### config.mk
export PLATFORM = sky130hd
export DESIGN_NAME = prog_sequencer
export DESIGN_NICKNAME = d
export VERILOG_FILES = /design/src/rtl/cirno_pkg.sv /design/src/rtl/seq_watchdog.sv /design/src/rtl/prog_sequencer.sv
export SDC_FILE = /design/constraint.sdc
export NUM_CORES = 1
export LEC_CHECK = 0
export CAP_MARGIN = 20
export CORE_MARGIN = 2
export CORE_UTILIZATION = 43
export CTS_BUF_LIST = sky130_fd_sc_hd__clkbuf_8 sky130_fd_sc_hd__clkbuf_16
export CTS_CLUSTER_DIAMETER = 40
export CTS_CLUSTER_SIZE = 16
export DETAILED_ROUTE_END_ITERATION = 12
export GPL_ROUTABILITY_DRIVEN = 0
export GPL_TIMING_DRIVEN = 0
export HOLD_SLACK_MARGIN = 0.15
export PLACE_DENSITY = 0.75
export SYNTH_ARGS = -nofsm -noshare
export SYNTH_HDL_FRONTEND = slang
export SYNTH_SLANG_ARGS = --single-unit
### constraint.sdc
create_clock -name clk -period 1.85 [get_ports clk]
set_clock_uncertainty 0.05 [all_clocks]
set_input_delay 0.37 -clock clk [delete_from_list [all_inputs] [get_ports clk]]
set_output_delay 0.37 -clock clk [all_outputs]
set_load 0.02 [all_outputs]
### src/rtl/cirno_pkg.sv
// Shared sequencer state type, PC width and default program start PCs,
// so the assembler flow and the RTL agree on where each program begins.
package cirno_pkg;

  localparam int unsigned PCW = 10;

  localparam logic [PCW-1:0] START_PC0 = 10'd0;
  localparam logic [PCW-1:0] START_PC1 = 10'd256;
  localparam logic [PCW-1:0] START_PC2 = 10'd512;
  localparam logic [PCW-1:0] START_PC3 = 10'd768;

  typedef enum logic [1:0] {IDLE, LOAD, RUN, DONE} seq_state_t;

endpackage

### src/rtl/seq_watchdog.sv
// Saturating run-cycle counter with limit compare; count visible one cycle after en.
// No backpressure: clr wins over en, expire is a pure compare on the current count.
module seq_watchdog #(
  parameter int unsigned     CW    = 16,
  parameter logic [CW-1:0]   LIMIT = CW'(50000)
) (
  input  logic          clk,
  input  logic          reset_n,
  input  logic          clr,
  input  logic          en,
  output logic [CW-1:0] cnt,
  output logic          expire
);

  logic [CW-1:0] cnt_q;
  logic [CW-1:0] cnt_d;

  always_comb begin
    cnt_d = cnt_q;
    if (clr) begin
      cnt_d = '0;
    end else if (en && (cnt_q != '1)) begin
      cnt_d = cnt_q + CW'(1);
    end
  end

  always_ff @(posedge clk or negedge reset_n) begin
    if (!reset_n) begin
      cnt_q <= '0;
    end else begin
      cnt_q <= cnt_d;
    end
  end

  assign cnt    = cnt_q;
  // Compare against LIMIT-1 so the run stops after exactly LIMIT counted cycles.
  assign expire = (cnt_q == (LIMIT - CW'(1)));

endmodule

### src/rtl/prog_sequencer.sv
// Round-robin program launcher: init edge -> pc_load next cycle -> run until halt/watchdog.
// init edges outside IDLE/DONE are dropped, never queued; done holds until next launch.
module prog_sequencer
  import cirno_pkg::*;
#(
  parameter int unsigned   PCW      = cirno_pkg::PCW,
  parameter int unsigned   NPROG    = 3,
  parameter logic [PCW-1:0] START0  = START_PC0,
  parameter logic [PCW-1:0] START1  = START_PC1,
  parameter logic [PCW-1:0] START2  = START_PC2,
  parameter logic [PCW-1:0] START3  = START_PC3,
  parameter int unsigned   CW       = 16,
  parameter logic [CW-1:0] WD_LIMIT = CW'(50000)
) (
  input  logic           clk,
  input  logic           reset_n,
  input  logic           init,
  output logic           done,
  output logic           core_pc_load,
  output logic [PCW-1:0] core_pc_val,
  output logic           core_run,
  input  logic           core_halt,
  output logic           core_abort,
  output logic [1:0]     prog_idx,
  output logic [CW-1:0]  cyc_cnt,
  output logic           timeout
);

  localparam logic [1:0] LAST_IDX = 2'(NPROG - 1);

  seq_state_t    state_q, state_d;
  logic [1:0]    prog_idx_q, prog_idx_d;
  logic          timeout_q, timeout_d;
  logic          init_q;
  logic          init_rise;
  logic          accept;
  logic          wd_expire;
  logic [CW-1:0] wd_cnt;

  assign init_rise = init & ~init_q;

  seq_watchdog #(
    .CW    (CW),
    .LIMIT (WD_LIMIT)
  ) u_wd (
    .clk     (clk),
    .reset_n (reset_n),
    .clr     (accept),
    .en      (state_q == RUN),
    .cnt     (wd_cnt),
    .expire  (wd_expire)
  );

  always_comb begin
    state_d    = state_q;
    prog_idx_d = prog_idx_q;
    timeout_d  = timeout_q;
    accept     = 1'b0;
    core_abort = 1'b0;
    unique case (state_q)
      IDLE, DONE: begin
        if (init_rise) begin
          accept     = 1'b1;
          state_d    = LOAD;
          timeout_d  = 1'b0;
          prog_idx_d = (prog_idx_q == LAST_IDX) ? 2'd0 : prog_idx_q + 2'd1;
        end
      end
      LOAD: state_d = RUN;
      RUN: begin
        // A halt seen in the expiry cycle is a clean finish, not a timeout.
        if (core_halt) begin
          state_d = DONE;
        end else if (wd_expire) begin
          core_abort = 1'b1;
          timeout_d  = 1'b1;
          state_d    = DONE;
        end
      end
      default: state_d = IDLE;
    endcase
  end

  always_comb begin
    core_pc_val = START0;
    case (prog_idx_q)
      2'd0:    core_pc_val = START0;
      2'd1:    core_pc_val = START1;
      2'd2:    core_pc_val = START2;
      default: core_pc_val = START3;
    endcase
  end

  always_ff @(posedge clk or negedge reset_n) begin
    if (!reset_n) begin
      state_q    <= IDLE;
      prog_idx_q <= LAST_IDX;
      timeout_q  <= 1'b0;
      init_q     <= 1'b0;
    end else begin
      state_q    <= state_d;
      prog_idx_q <= prog_idx_d;
      timeout_q  <= timeout_d;
      init_q     <= init;
    end
  end

  assign core_pc_load = (state_q == LOAD);
  assign core_run     = (state_q == RUN);
  assign done         = (state_q == DONE);
  assign prog_idx     = prog_idx_q;
  assign timeout      = timeout_q;
  assign cyc_cnt      = wd_cnt;

endmodule

======== After elaboration in Yosys (flattened, before gate mapping) ========
Cells that the tools add are included.
storage, ports and cells
  register bits ........................... 22
  input bits .............................. 4
  output and inout bits ................... 33
  logic and storage cells ................. 46
cells by class
  add/sub/neg operators ................... 2
  equal/unequal tests ..................... 11
  mux-type cells .......................... 17
  bitwise operators ....................... 2
  reductions and logical operators ........ 9
operators with widths
  operator                                                          number
  16-bit two-way mux                                                2
  10-bit one-hot mux with 3 select lines                            1
  16-bit by 1-bit adder with 16-bit output (second input constant)  1
  16-bit == test (second input constant)                            1
  16-bit != test (second input constant)                            1
  1-bit two-way mux                                                 8
  2-bit two-way mux                                                 4
  2-bit == test (second input constant)                             3
  2-bit != test (second input constant)                             3
  2-bit one-hot mux with 3 select lines                             1
  2-bit by 1-bit == test with 1-bit output (second input constant)  2
  2-bit logical NOT                                                 2
  2-bit AND reduction                                               2
  4-bit AND reduction                                               1
  2-bit nonzero test                                                2
  3-bit != test (second input constant)                             1
  2-bit by 1-bit adder with 2-bit output (second input constant)    1
  1-bit one-hot mux with 2 select lines                             1
  2-bit OR reduction                                                1
  1-bit AND                                                         1
  1-bit logical AND                                                 1
  1-bit NOT                                                         1

======== Longest topological paths before layout ========
Gate-level depths: netlist of the first run.
  word-level depth ........................ 5
  depth in mapped cells ................... 7
  depth with buffers taken out ............ 6

======== Hierarchy ========
Synthesis of the first run repeated with hierarchy kept, for this count alone.
unflattened totals
  cell total of the unflattened synthesis .. 140
  area, all modules ....................... 1385.1 um^2
by module, submodules not included
  module          instances  cells an instance  area an instance (um^2)  sequential area each (um^2)
  seq_watchdog    1          100                982.2                    400.4
  prog_sequencer  1          40                 402.9                    151.4

======== Least setup slack after synthesis of the first run ========
OpenSTA, ideal clock, no wires.
  kind .................................... reg2reg
  from .................................... register state_q[0]
  to ...................................... register u_wd.cnt_q[15] (netlist: u_wd.cnt[15])
  setup time .............................. 79 ps
  arrival ................................. 1944 ps
  required time ........................... 1721 ps
  path slack .............................. -223 ps
  cell stages (with the launch flop) ...... 8
  buffers on the path ..................... 1
  clock period less this slack ............ 2073 ps
  cell sequence ........................... dfrtp_1 -> inv_1 -> ha_1 -> buf_4 -> and4_4 -> nand4_4 -> or4_1 -> a21oi_1
between the ends
  elaborated cells between the ends (all ways) .. 8
  classes of those cells .................. eq/ne: 2; mux: 2; reduce/logical: 4
RTL lines
  item                                 line                   text
  start: declaration                   prog_sequencer.sv:31   seq_state_t state_q, state_d;
  start signal: assignment             prog_sequencer.sv:101  state_q <= state_d;
  2-bit == test                        -
  named net core_run                   prog_sequencer.sv:21   output logic core_run,
  1-bit logical AND                    seq_watchdog.sv:22     end else if (en && (cnt_q != '1)) begin
  2-bit nonzero test (no source line)  -
  end signal: assignment               seq_watchdog.sv:31     cnt_q <= cnt_d;
  end: declaration                     seq_watchdog.sv:15     logic [CW-1:0] cnt_q;
The timed path passes the listed nets, and every way through them passes these cells.
A chain may end at the register's enable or synchronous reset.

======== Worst setup path after layout of the first run ========
  from .................................... register u_wd.cnt_q[4] (netlist: u_wd.cnt[4])
  to ...................................... output port core_abort
between the ends
  longest elaborated chain between the ends .. 4
RTL lines
  item               line                  text
  16-bit == test     seq_watchdog.sv:37    assign expire = (cnt_q == (LIMIT - CW'(1)));
  1-bit two-way mux  prog_sequencer.sv:74  end else if (wd_expire) begin
  1-bit two-way mux  prog_sequencer.sv:72  if (core_halt) begin
  1-bit two-way mux  prog_sequencer.sv:60  unique case (state_q)
  end: declaration   prog_sequencer.sv:23  output logic core_abort,
No other way between the ends.

==> impl_metrics.json, run 1 <==
{
  "syn2layout_area_growth_pct": 46.6,
  "internal-power_mw": 1.19,
  "floorplan.initialDensity_pct": 45.2,
  "placement.cell_area_um2": 1760,
  "syn_avg_cell_area_um2": 9.38,
  "seqCellArea_um2": 562,
  "p_switching_mw": 0.672,
  "total_leakage_power_nw": 1.03,
  "grt_use_total_pct": 21.9,
  "detailroute.via_count": 1318,
  "synthesized_cell_area_um2": 1380,
  "failing_checks": "setup timing",
  "multiInputGateArea_um2": 817,
  "fmax_ghz": 0.531,
  "total_inserted_antenna_cells": 0,
  "dominantRegCellSynth": "sky130_fd_sc_hd__dfrtp_1",
  "drtAntennaViolNets": 0,
  "post-route-drc-count": 0,
  "worst_path_arrival_time_ns": 1.46,
  "cts-htree-levels": 1,
  "die_area_um2": 3680,
  "num-fill-cells": 264,
  "final_critical_path_setup_slack_ns": -0.0334,
  "synth.yosys.seq_area_share_pct": 40.0,
  "ys_warn_count": 0,
  "tns_ns": -0.0334,
  "path_class": "reg -> out",
  "power.density_nw_per_um2": 920,
  "worstPathMaxFanout": 8,
  "hold_path.class": "in -> async",
  "globalRouteOverflowTotal": 0,
  "ioPinCount": 37,
  "final.hold.worst_slack_ns": 0.274,
  "die_h_um": 60.6,
  "final_design_area_no_fill_um2": 2020,
  "io_buffer_count": 28,
  "post_route_cells_drive_above_1_share_pct": 28.8,
  "detailedRoute.firstPassIterationCount": 4,
  "vias_per_cell": 5.45,
  "cp-start-kind": "register",
  "cts_root_buf": "sky130_fd_sc_hd__clkbuf_8",
  "critical_path.cell_chain": "nor4b_4, nand4_1, nor2_2, buf_4",
  "critPathTopFamily": "simple AND/OR/NAND/NOR gates",
  "amount_of_wire_on_met3_after_detailed_routing_um": 177,
  "clock_tree_from_tritoncts": "built",
  "grt_start_max_net_pins": 23,
  "crit_required_ns": 1.43,
  "syn-instance-count": 147,
  "netSwitchingFraction_pct": 36.1,
  "async_reset_ff_share_pct": 100,
  "crit_path_max_incr_delay_ns": 0.50,
  "grt_pass1_wl_mm": 6.00,
  "grt_setup_unrepaired": "yes",
  "max-vdd-ir-drop_mv": 0.514,
  "report.final.hold_viol_count": 0,
  "cts_num_sinks": 22,
  "ys_ff_latch": 22,
  "comb_power_share_pct": 41.3,
  "path_clk_slew_ns": 0.09,
  "cts_hold_buffers": 0,
  "critPathCaptureType": "output pin",
  "tritoncts_buffers": 3,
  "wl_cell_um": 15.7,
  "detailedPlacementHpwl_mm": 2.42,
  "maxUsedRoutingLayer": "met4",
  "power_frac_seq_pct": 34.1,
  "number_of_global_route_vias_before_repair": 1302,
  "period_share_pct": 102,
  "yosys.area.top_type": "sky130_fd_sc_hd__dfrtp_1",
  "clk-insertion-delay-late_ns": 0.27,
  "post-synth-top-area-fraction_pct": 38.1,
  "run_status": "complete, but fails checks",
  "critPathBufInv": 1,
  "met2_length_mm": 1.97,
  "max_slew.worst_pin.slew_ns": 0.490,
  "clkPwrFrac_pct": 24.6,
  "detailedRoute.firstIterationViolations": 56,
  "synth_commonest_cells": "sky130_fd_sc_hd__dfrtp_1 (21), sky130_fd_sc_hd__nand2_1 (18), sky130_fd_sc_hd__buf_4 (9)",
  "fin_util_pct": 66.2,
  "synth.area.top_cells": "sky130_fd_sc_hd__dfrtp_1 (38%), sky130_fd_sc_hd__buf_4 (4.9%), sky130_fd_sc_hd__nand2_1 (4.9%)",
  "most_frequently_used_cell_type_in_the_post_synthesis_netlist": "sky130_fd_sc_hd__dfrtp_1",
  "standard_cell_with_the_maximum_stage_delay_on_the_critical_path": "sky130_fd_sc_hd__dfrtp_2",
  "report.final.slew_viol_count": 0,
  "place_worst_setup_slack_ns": -0.425,
  "nNetsFinal": 208,
  "synth-edff-count": 0,
  "ctsLongestPathBuffers": 2,
  "placementRows": 20,
  "timing.max_cap.violations": 0,
  "totalWireLength_mm": 3.81,
  "grt_antenna_before_repair": 0,
  "die_x_um": 60.6,
  "synth.lib_cells_used.distinct": 40,
  "floorplan.core_area_um2": 3050,
  "setup_viol": 1,
  "timing.slew.headroom_pct": 67.1,
  "met1_length_mm": 1.53,
  "finalCriticalPeriod_ns": 1.88
}
[logic make-up (layout without fill, tap and decap cells)]
family | Yosys count | in the layout | share of synthesized area (%)
muxes | 5 | 5 | 3.63
adders and majority gates | 5 | 5 | 4.54
DFF | 22 | 22 | 40.0
AOI/OAI and AO/OA | 30 | 30 | 14.7
and+or+nand+nor | 64 | 64 | 28.8
other | 1 | 8 | 0.272
buffers and inverters | 20 | 64 | 8.08
[power groups by stage]
| stage | registers, mW | clock network, mW | logic (mW) |
|---|---|---|---|
| after floorplan | 0.683 | 0 | 0.400 |
| after global placement | 0.634 | 0 | 0.691 |
| after detailed placement | 0.642 | 0 | 0.715 |
| after CTS | 0.622 | 0.459 | 0.759 |
| after global routing | 0.645 | 0.483 | 0.831 |
| final | 0.634 | 0.457 | 0.769 |
[path summary, 6_finish.rpt]
| path | cells past startpoint | slack, ns | to | start |
|---|---|---|---|---|
| setup / recovery | 4 | -0.03 | core_abort | u_wd.cnt[4]$_DFFE_PN0P_ |
| max in group asynchronous | 2 | 1.03 | prog_idx[1]$_DFFE_PN1P_ | reset_n |
| min in group clk | 2 | 0.46 | prog_idx[1]$_DFFE_PN1P_ | prog_idx[1]$_DFFE_PN1P_ |
| hold reg to reg | 2 | 0.46 | prog_idx[1]$_DFFE_PN1P_ | prog_idx[1]$_DFFE_PN1P_ |
| setup reg to reg | 6 | 0.06 | u_wd.cnt[15]$_DFFE_PN0P_ | state_q[0]$_DFFE_PN0P_ |
| hold / removal | 1 | 0.27 | u_wd.cnt[15]$_DFFE_PN0P_ | reset_n |
[through the flow]
stage	std cells	power (mW)
after global placement	226	1.32
final	242	1.86
after global routing	242	1.96
after detailed placement	226	1.36
after CTS	239	1.84
after floorplan	154	1.08
[cells in the final DEF, fill, tap and decap left out, types with 2 or more instances in the layout]
master and instances:
sky130_fd_sc_hd__a41oi_1 2, sky130_fd_sc_hd__and3_4 2, sky130_fd_sc_hd__nand2_1 18, sky130_fd_sc_hd__a211oi_1 3, sky130_fd_sc_hd__buf_4 22, sky130_fd_sc_hd__nand3_1 3
sky130_fd_sc_hd__nor4_4 2, sky130_fd_sc_hd__dlygate4sd2_1 8, sky130_fd_sc_hd__dfrtp_2 8, sky130_fd_sc_hd__conb_1 8, sky130_fd_sc_hd__nor2_2 2, sky130_fd_sc_hd__a21oi_1 5
sky130_fd_sc_hd__nand2b_1 4, sky130_fd_sc_hd__ha_1 3, sky130_fd_sc_hd__a211oi_2 2, sky130_fd_sc_hd__buf_2 2, sky130_fd_sc_hd__o211ai_1 4, sky130_fd_sc_hd__or4_1 4
sky130_fd_sc_hd__and3_1 3, sky130_fd_sc_hd__dfrtp_1 13, sky130_fd_sc_hd__a31oi_1 3, sky130_fd_sc_hd__clkbuf_8 3, sky130_fd_sc_hd__nand4_1 5, sky130_fd_sc_hd__o21ai_0 6
sky130_fd_sc_hd__inv_1 4, sky130_fd_sc_hd__clkbuf_1 2, sky130_fd_sc_hd__and4_1 2, sky130_fd_sc_hd__or3_1 3, sky130_fd_sc_hd__dlymetal6s2s_1 8, sky130_fd_sc_hd__nor3_1 6
sky130_fd_sc_hd__mux2i_1 5, sky130_fd_sc_hd__ha_4 2, sky130_fd_sc_hd__clkdlybuf4s50_1 11, sky130_fd_sc_hd__and2_1 2
[flip-flops by register name, summed over array words and instances (netlist names)]
name,cells
u_wd.cnt,16
state_q,2
prog_idx,2
timeout,1
init_q,1
[what timing repair did]
item / in CTS / in global routing
setup buffers: 10 / 4
gates resized for setup: 27 / 17
pin swaps: 7 / 5
setup endpoints to repair: 20 / 18
[layer usage]
metal | track usage (%) | vias to the layer above
li1 | - | 632
met1 | 27.1 | 632
met2 | 37.0 | 39
met3 | 3.20 | 15
met4 | 11.5 | 0
met5 | 0 | -
[layout make-up]
class	instances	share of cell area, %
clock inverter	1	1.49
timing repair buffer	42	20.4
clock buffer	3	2.04
buffer	13	4.21
tap	44	2.72
multi-input combinational	112	40.4
inverter	5	0.928
sequential	22	27.8
(Power assumes the default switching activity.)
==> run 2: changes to the inputs <==
Settings changed: RECOVER_POWER set to 100.
==> run 2 against run 1 <==
  * The run still ends with setup timing left
  * Combinational power fell by 6.6%
  * First-iteration DRC count rose by 25%
  * Largest power group unchanged
  * Critical path type unchanged
  * Highest routed layer unchanged
  * Cell area fell by 5.0%
  * Wire length fell by 0.58%
  * Largest cell class unchanged
  * Clock power barely moved
  * Global-route usage did not move
==> impl_metrics.json, run 2 (synthesis results as in run 1) <==
{
  "die_x_um": 60.6,
  "commonest_cells_after_routing_fill_and_taps_aside": "sky130_fd_sc_hd__buf_4 (19), sky130_fd_sc_hd__nand2_1 (18), sky130_fd_sc_hd__dfrtp_1 (13)",
  "worstPathMaxFanout": 7,
  "p_switching_mw": 0.671,
  "report.final.slew_viol_count": 0,
  "die_area_um2": 3680,
  "detailroute.via_count": 1341,
  "max-vdd-ir-drop_mv": 0.480,
  "cp-start-kind": "register",
  "syn2layout_area_growth_pct": 39.4,
  "finalNonFillerCells": 242,
  "largest_register_ffs": 16,
  "grt_start_max_net_pins": 23,
  "timing.max_cap.violations": 0,
  "worst_path_arrival_time_ns": 1.46,
  "io_buffer_count": 28,
  "path_class": "reg -> out",
  "ioPinCount": 37,
  "number_of_placed_instances_taps_included": 226,
  "detailedRoute.firstIterationViolations": 70,
  "failing_checks": "setup timing",
  "timing.slew.headroom_pct": 36.7,
  "setup_viol": 3,
  "number_of_global_route_vias_before_repair": 1302,
  "place_worst_setup_slack_ns": -0.425,
  "run_status": "complete, but fails checks",
  "drtAntennaViolNets": 0,
  "power.density_nw_per_um2": 940,
  "clock_tree_from_tritoncts": "built",
  "total_inserted_antenna_cells": 0,
  "totalWireLength_mm": 3.79,
  "detailedRoute.firstPassIterationCount": 4,
  "grt_setup_unrepaired": "yes",
  "cts-htree-levels": 1,
  "post_route_cells_drive_above_1_share_pct": 25.8,
  "clk-insertion-delay-late_ns": 0.27,
  "report.final.hold_viol_count": 0,
  "floorplan.initialDensity_pct": 45.2,
  "cts_num_sinks": 22,
  "critPathCaptureType": "output pin",
  "clkPwrFrac_pct": 25.3,
  "placement.cell_area_um2": 1760,
  "post-route-drc-count": 0,
  "comb_power_share_pct": 39.8,
  "path_clk_slew_ns": 0.08,
  "placementRows": 20,
  "vias_per_cell": 5.54,
  "finalCriticalPeriod_ns": 1.88,
  "wl_cell_um": 15.6,
  "power_frac_seq_pct": 34.9,
  "fmax_ghz": 0.533,
  "internal-power_mw": 1.14,
  "hold_path.class": "in -> async",
  "netSwitchingFraction_pct": 37.1,
  "final_design_area_no_fill_um2": 1920,
  "r2r_setup_slack_ns": -0.02,
  "tritoncts_buffers": 3,
  "timing.rr.start": "state_q[0]$_DFFE_PN0P_",
  "grt_pass1_wl_mm": 6.00,
  "detailedPlacementHpwl_mm": 2.42,
  "globalRouteOverflowTotal": 0,
  "launch_point_of_the_worst_path": "u_wd.cnt[13]$_DFFE_PN0P_",
  "die_h_um": 60.6,
  "grt_antenna_before_repair": 0,
  "nNetsFinal": 208,
  "period_share_pct": 101,
  "max_slew.worst_pin.slew_ns": 0.949,
  "total_leakage_power_nw": 0.900,
  "grt_use_total_pct": 21.9,
  "floorplan.core_area_um2": 3050,
  "cts_root_buf": "sky130_fd_sc_hd__clkbuf_8",
  "crit_required_ns": 1.43,
  "final_critical_path_setup_slack_ns": -0.0264,
  "ctsLongestPathBuffers": 2,
  "layout_commonest_cell": "sky130_fd_sc_hd__buf_4"
}
[run 2: path summary, 6_finish.rpt]
kind	endpoint	depth (start not counted)
max reg2reg	u_wd.cnt[15]$_DFFE_PN0P_	6
max	core_abort	4
min in group clk	prog_idx[1]$_DFFE_PN1P_	2
max in group asynchronous	u_wd.cnt[7]$_DFFE_PN0P_	2
min	u_wd.cnt[13]$_DFFE_PN0P_	1
min reg2reg	prog_idx[1]$_DFFE_PN1P_	2
[run 2: routing by layer]
metal / vias up / GRT usage (%) / share of wire [%]
li1: 633 / - / -
met1: 648 / 27.1 / 40
met2: 47 / 37.0 / 52
met3: 13 / 3.20 / 4.7
met4: 0 / 11.5 / 3.1
met5: - / 0 / 0
[run 2: through the flow]
step	util, %	TNS [ns]	power, mW	hold slack, ns
5_1_grt	63.0	-0.385	1.90	0.300
3_3_place_gp	57.5	-2.53	1.32	0.439
6_report	63.0	-0.0480	1.81	0.292
2_1_floorplan	-	-0.0172	1.08	0.0244
4_1_cts	63.2	-0.0409	1.84	0.468
3_5_place_dp	57.5	-3.44	1.36	0.456
[run 2: worst max-delay path, stage by stage (launching register included)]
cell and delay, ns:
sky130_fd_sc_hd__dfrtp_2 0.47, sky130_fd_sc_hd__nor4_4 0.30, sky130_fd_sc_hd__nand4_1 0.14, sky130_fd_sc_hd__nor2_2 0.13
sky130_fd_sc_hd__buf_4 0.15
[run 2: cell type report]
class / count / area (um2)
Tap cell: 44 / 55.1
Clock inverter: 1 / 30.0
Sequential cell: 22 / 562
Clock buffer: 3 / 41.3
Multi-Input combinational cell: 112 / 793
Buffer: 13 / 85.1
Timing Repair Buffer: 42 / 337
Fill cell: 283 / 1130
Inverter: 5 / 18.8
[run 2: what timing repair did]
action | 4_1_cts | 5_1_grt
setup endpoints to repair | 20 | 18
setup buffers | 10 | 4
gates resized for setup | 27 | 17
pin swaps | 7 | 5
hold buffers | 0 | 0
[run 2: power by group through the flow]
stage               registers (mW)  logic [mW]  clock network, mW
floorplan                    0.683       0.400                  0
global placement             0.634       0.691                  0
detailed placement           0.642       0.715                  0
CTS                          0.622       0.759              0.459
global route                 0.641       0.779              0.483
finish                       0.630       0.718              0.457
==> run 3: changes to the inputs <==
Settings changed: CORE_MARGIN 2 to unset, CORE_UTILIZATION 43 to 30, PLACE_DENSITY 0.75 to unset.
==> run 3 against run 2 <==
  * Sequential cell count unchanged
  * Maximum frequency decreased by 1.0%
  * Non-clock buffer count unchanged
  * First-iteration DRC count decreased by 33%
  * The flow still finishes with violations (setup timing)
  * Largest power group unchanged
  * Critical path type unchanged
  * Sequential share of layout area decreased by 0.40 points
  * Die area increased by 33%
  * Count of clock-buffer cells in the layout increased by 1
  * Clock power decreased by 25%
  * Wire length decreased by 12%
==> impl_metrics.json, run 3 (synthesis results as in run 1) <==
{
  "run_status": "complete, but fails checks",
  "failing_checks": "setup timing",
  "cts_root_buf": "sky130_fd_sc_hd__clkbuf_8",
  "die_area_um2": 4870,
  "max-vdd-ir-drop_mv": 0.644,
  "reg2regPathDepth": 6,
  "worst_path_arrival_time_ns": 1.48,
  "grt_pass1_wl_mm": 5.65,
  "syn2layout_area_growth_pct": 41.0,
  "floorplan.core_area_um2": 4380,
  "nNetsFinal": 208,
  "clk-insertion-delay-late_ns": 0.26,
  "grt_setup_unrepaired": "yes",
  "finalNonFillerCells": 250,
  "crit-reg2reg-capture": "u_wd.cnt[15]$_DFFE_PN0P_",
  "largest_register_ffs": 16,
  "ctsLongestPathBuffers": 2,
  "path_clk_slew_ns": 0.08,
  "cts-htree-levels": 1,
  "fin_total_pwr_mw": 1.73,
  "total_inserted_antenna_cells": 0,
  "commonest_cells_after_routing_fill_and_taps_aside": "sky130_fd_sc_hd__buf_4 (21), sky130_fd_sc_hd__nand2_1 (17), sky130_fd_sc_hd__dfrtp_1 (14), sky130_fd_sc_hd__clkdlybuf4s50_1 (14)",
  "placementRows": 24,
  "cts_num_sinks": 22,
  "r2r_setup_slack_ns": 0.07,
  "detailedRoute.firstIterationViolations": 47,
  "totalWireLength_mm": 3.32,
  "report.final.slew_viol_count": 0,
  "io_buffer_count": 28,
  "max_slew.worst_pin.slew_ns": 0.660,
  "number_of_placed_instances_taps_included": 234,
  "hold_path.class": "in -> async",
  "detailroute.via_count": 1265,
  "detailedPlacementHpwl_mm": 2.25,
  "grt_start_max_net_pins": 23,
  "layout_commonest_cell": "sky130_fd_sc_hd__buf_4",
  "post-route-drc-count": 0,
  "grt_antenna_before_repair": 0,
  "tritoncts_buffers": 3,
  "critPathCaptureType": "output pin",
  "fmax_ghz": 0.528,
  "drtAntennaViolNets": 0,
  "timing.rr.start": "state_q[0]$_DFFE_PN0P_",
  "wl_cell_um": 13.3,
  "number_of_global_route_vias_before_repair": 1103,
  "post_route_cells_drive_above_1_share_pct": 27.8,
  "setup_viol": 1,
  "tns_ns": -0.0453,
  "timing.max_cap.violations": 0,
  "vias_per_cell": 5.06,
  "power.density_nw_per_um2": 888,
  "cp-start-kind": "register",
  "finalCriticalPeriod_ns": 1.90,
  "period_share_pct": 102,
  "final_critical_path_setup_slack_ns": -0.0453,
  "die_h_um": 69.8,
  "clock_tree_from_tritoncts": "built",
  "detailedRoute.firstPassIterationCount": 4,
  "crit_required_ns": 1.43,
  "worstPathMaxFanout": 8,
  "die_x_um": 69.8,
  "grt_use_total_pct": 14.5,
  "total_leakage_power_nw": 0.876,
  "path_class": "reg -> out",
  "floorplan.initialDensity_pct": 31.4,
  "ioPinCount": 37,
  "timing.slew.headroom_pct": 56.0,
  "globalRouteOverflowTotal": 0,
  "report.final.hold_viol_count": 0
}
-- run 3: metal layers --
metal | share of wire (%) | wire, um | global-route usage, %
met1 | 49 | 1620 | 21.0
met4 | 1.5 | 49 | 5.33
met5 | 0 | 0 | 0
met2 | 45 | 1500 | 21.6
met3 | 4.4 | 145 | 2.33
-- run 3: how the worst max path moves through the flow --
stage                                         from                        to  slack, ns  depth (start not counted)
after floorplan             state_q[0]$_DFFE_PN0P_  u_wd.cnt[15]$_DFFE_PN0P_      -0.02                          7
after global placement    u_wd.cnt[11]$_DFFE_PN0P_                core_abort      -0.42                          4
after detailed placement  u_wd.cnt[11]$_DFFE_PN0P_                core_abort      -0.43                          4
after CTS                  u_wd.cnt[0]$_DFFE_PN0P_                core_abort      -0.05                          5
after global routing      u_wd.cnt[13]$_DFFE_PN0P_                core_abort      -0.12                          4
final                     u_wd.cnt[13]$_DFFE_PN0P_                core_abort      -0.05                          4
-- run 3: layout make-up --
class / instances / area [um2]
Multi-Input combinational cell: 112 / 806
Inverter: 5 / 18.8
Fill cell: 438 / 2440
Sequential cell: 22 / 561
Tap cell: 52 / 65.1
Buffer: 13 / 85.1
Timing Repair Buffer: 42 / 354
Clock buffer: 4 / 55.1
-- run 3: repair_timing --
item,CTS,global route
pin swaps,1,2
gates resized for setup,26,11
endpoints found under the setup margin,20,19
setup buffers,8,5
hold buffers,0,0
cloned,0,0
-- run 3: critical path, stage by stage, from the launching register on --
cell and delay [ns]:
sky130_fd_sc_hd__dfrtp_2 0.47, sky130_fd_sc_hd__nor4_4 0.31, sky130_fd_sc_hd__nand4_1 0.14, sky130_fd_sc_hd__nor2_2 0.15, sky130_fd_sc_hd__buf_6 0.14
-- run 3: where the power goes --
group	total, mW	switching [mW]	leakage (nW)	internal [mW]
Sequential	0.620	0.0685	0.279	0.552
Clock	0.345	0.155	0.0288	0.190
Combinational	0.762	0.408	0.568	0.354
Total	1.73	0.632	0.876	1.10
-- run 3: per-stage QoR --
stage               utilization (%)  cell area, um2  worst slack, ns  hold WS (ns)
finish                         44.3            1940          -0.0453         0.453
detailed placement             40.3            1770           -0.427         0.458
global route                   44.3            1940           -0.120         0.489
global placement               40.3            1770           -0.421         0.447
CTS                            43.4            1900          -0.0531         0.469
floorplan                         -            1420          -0.0172        0.0244
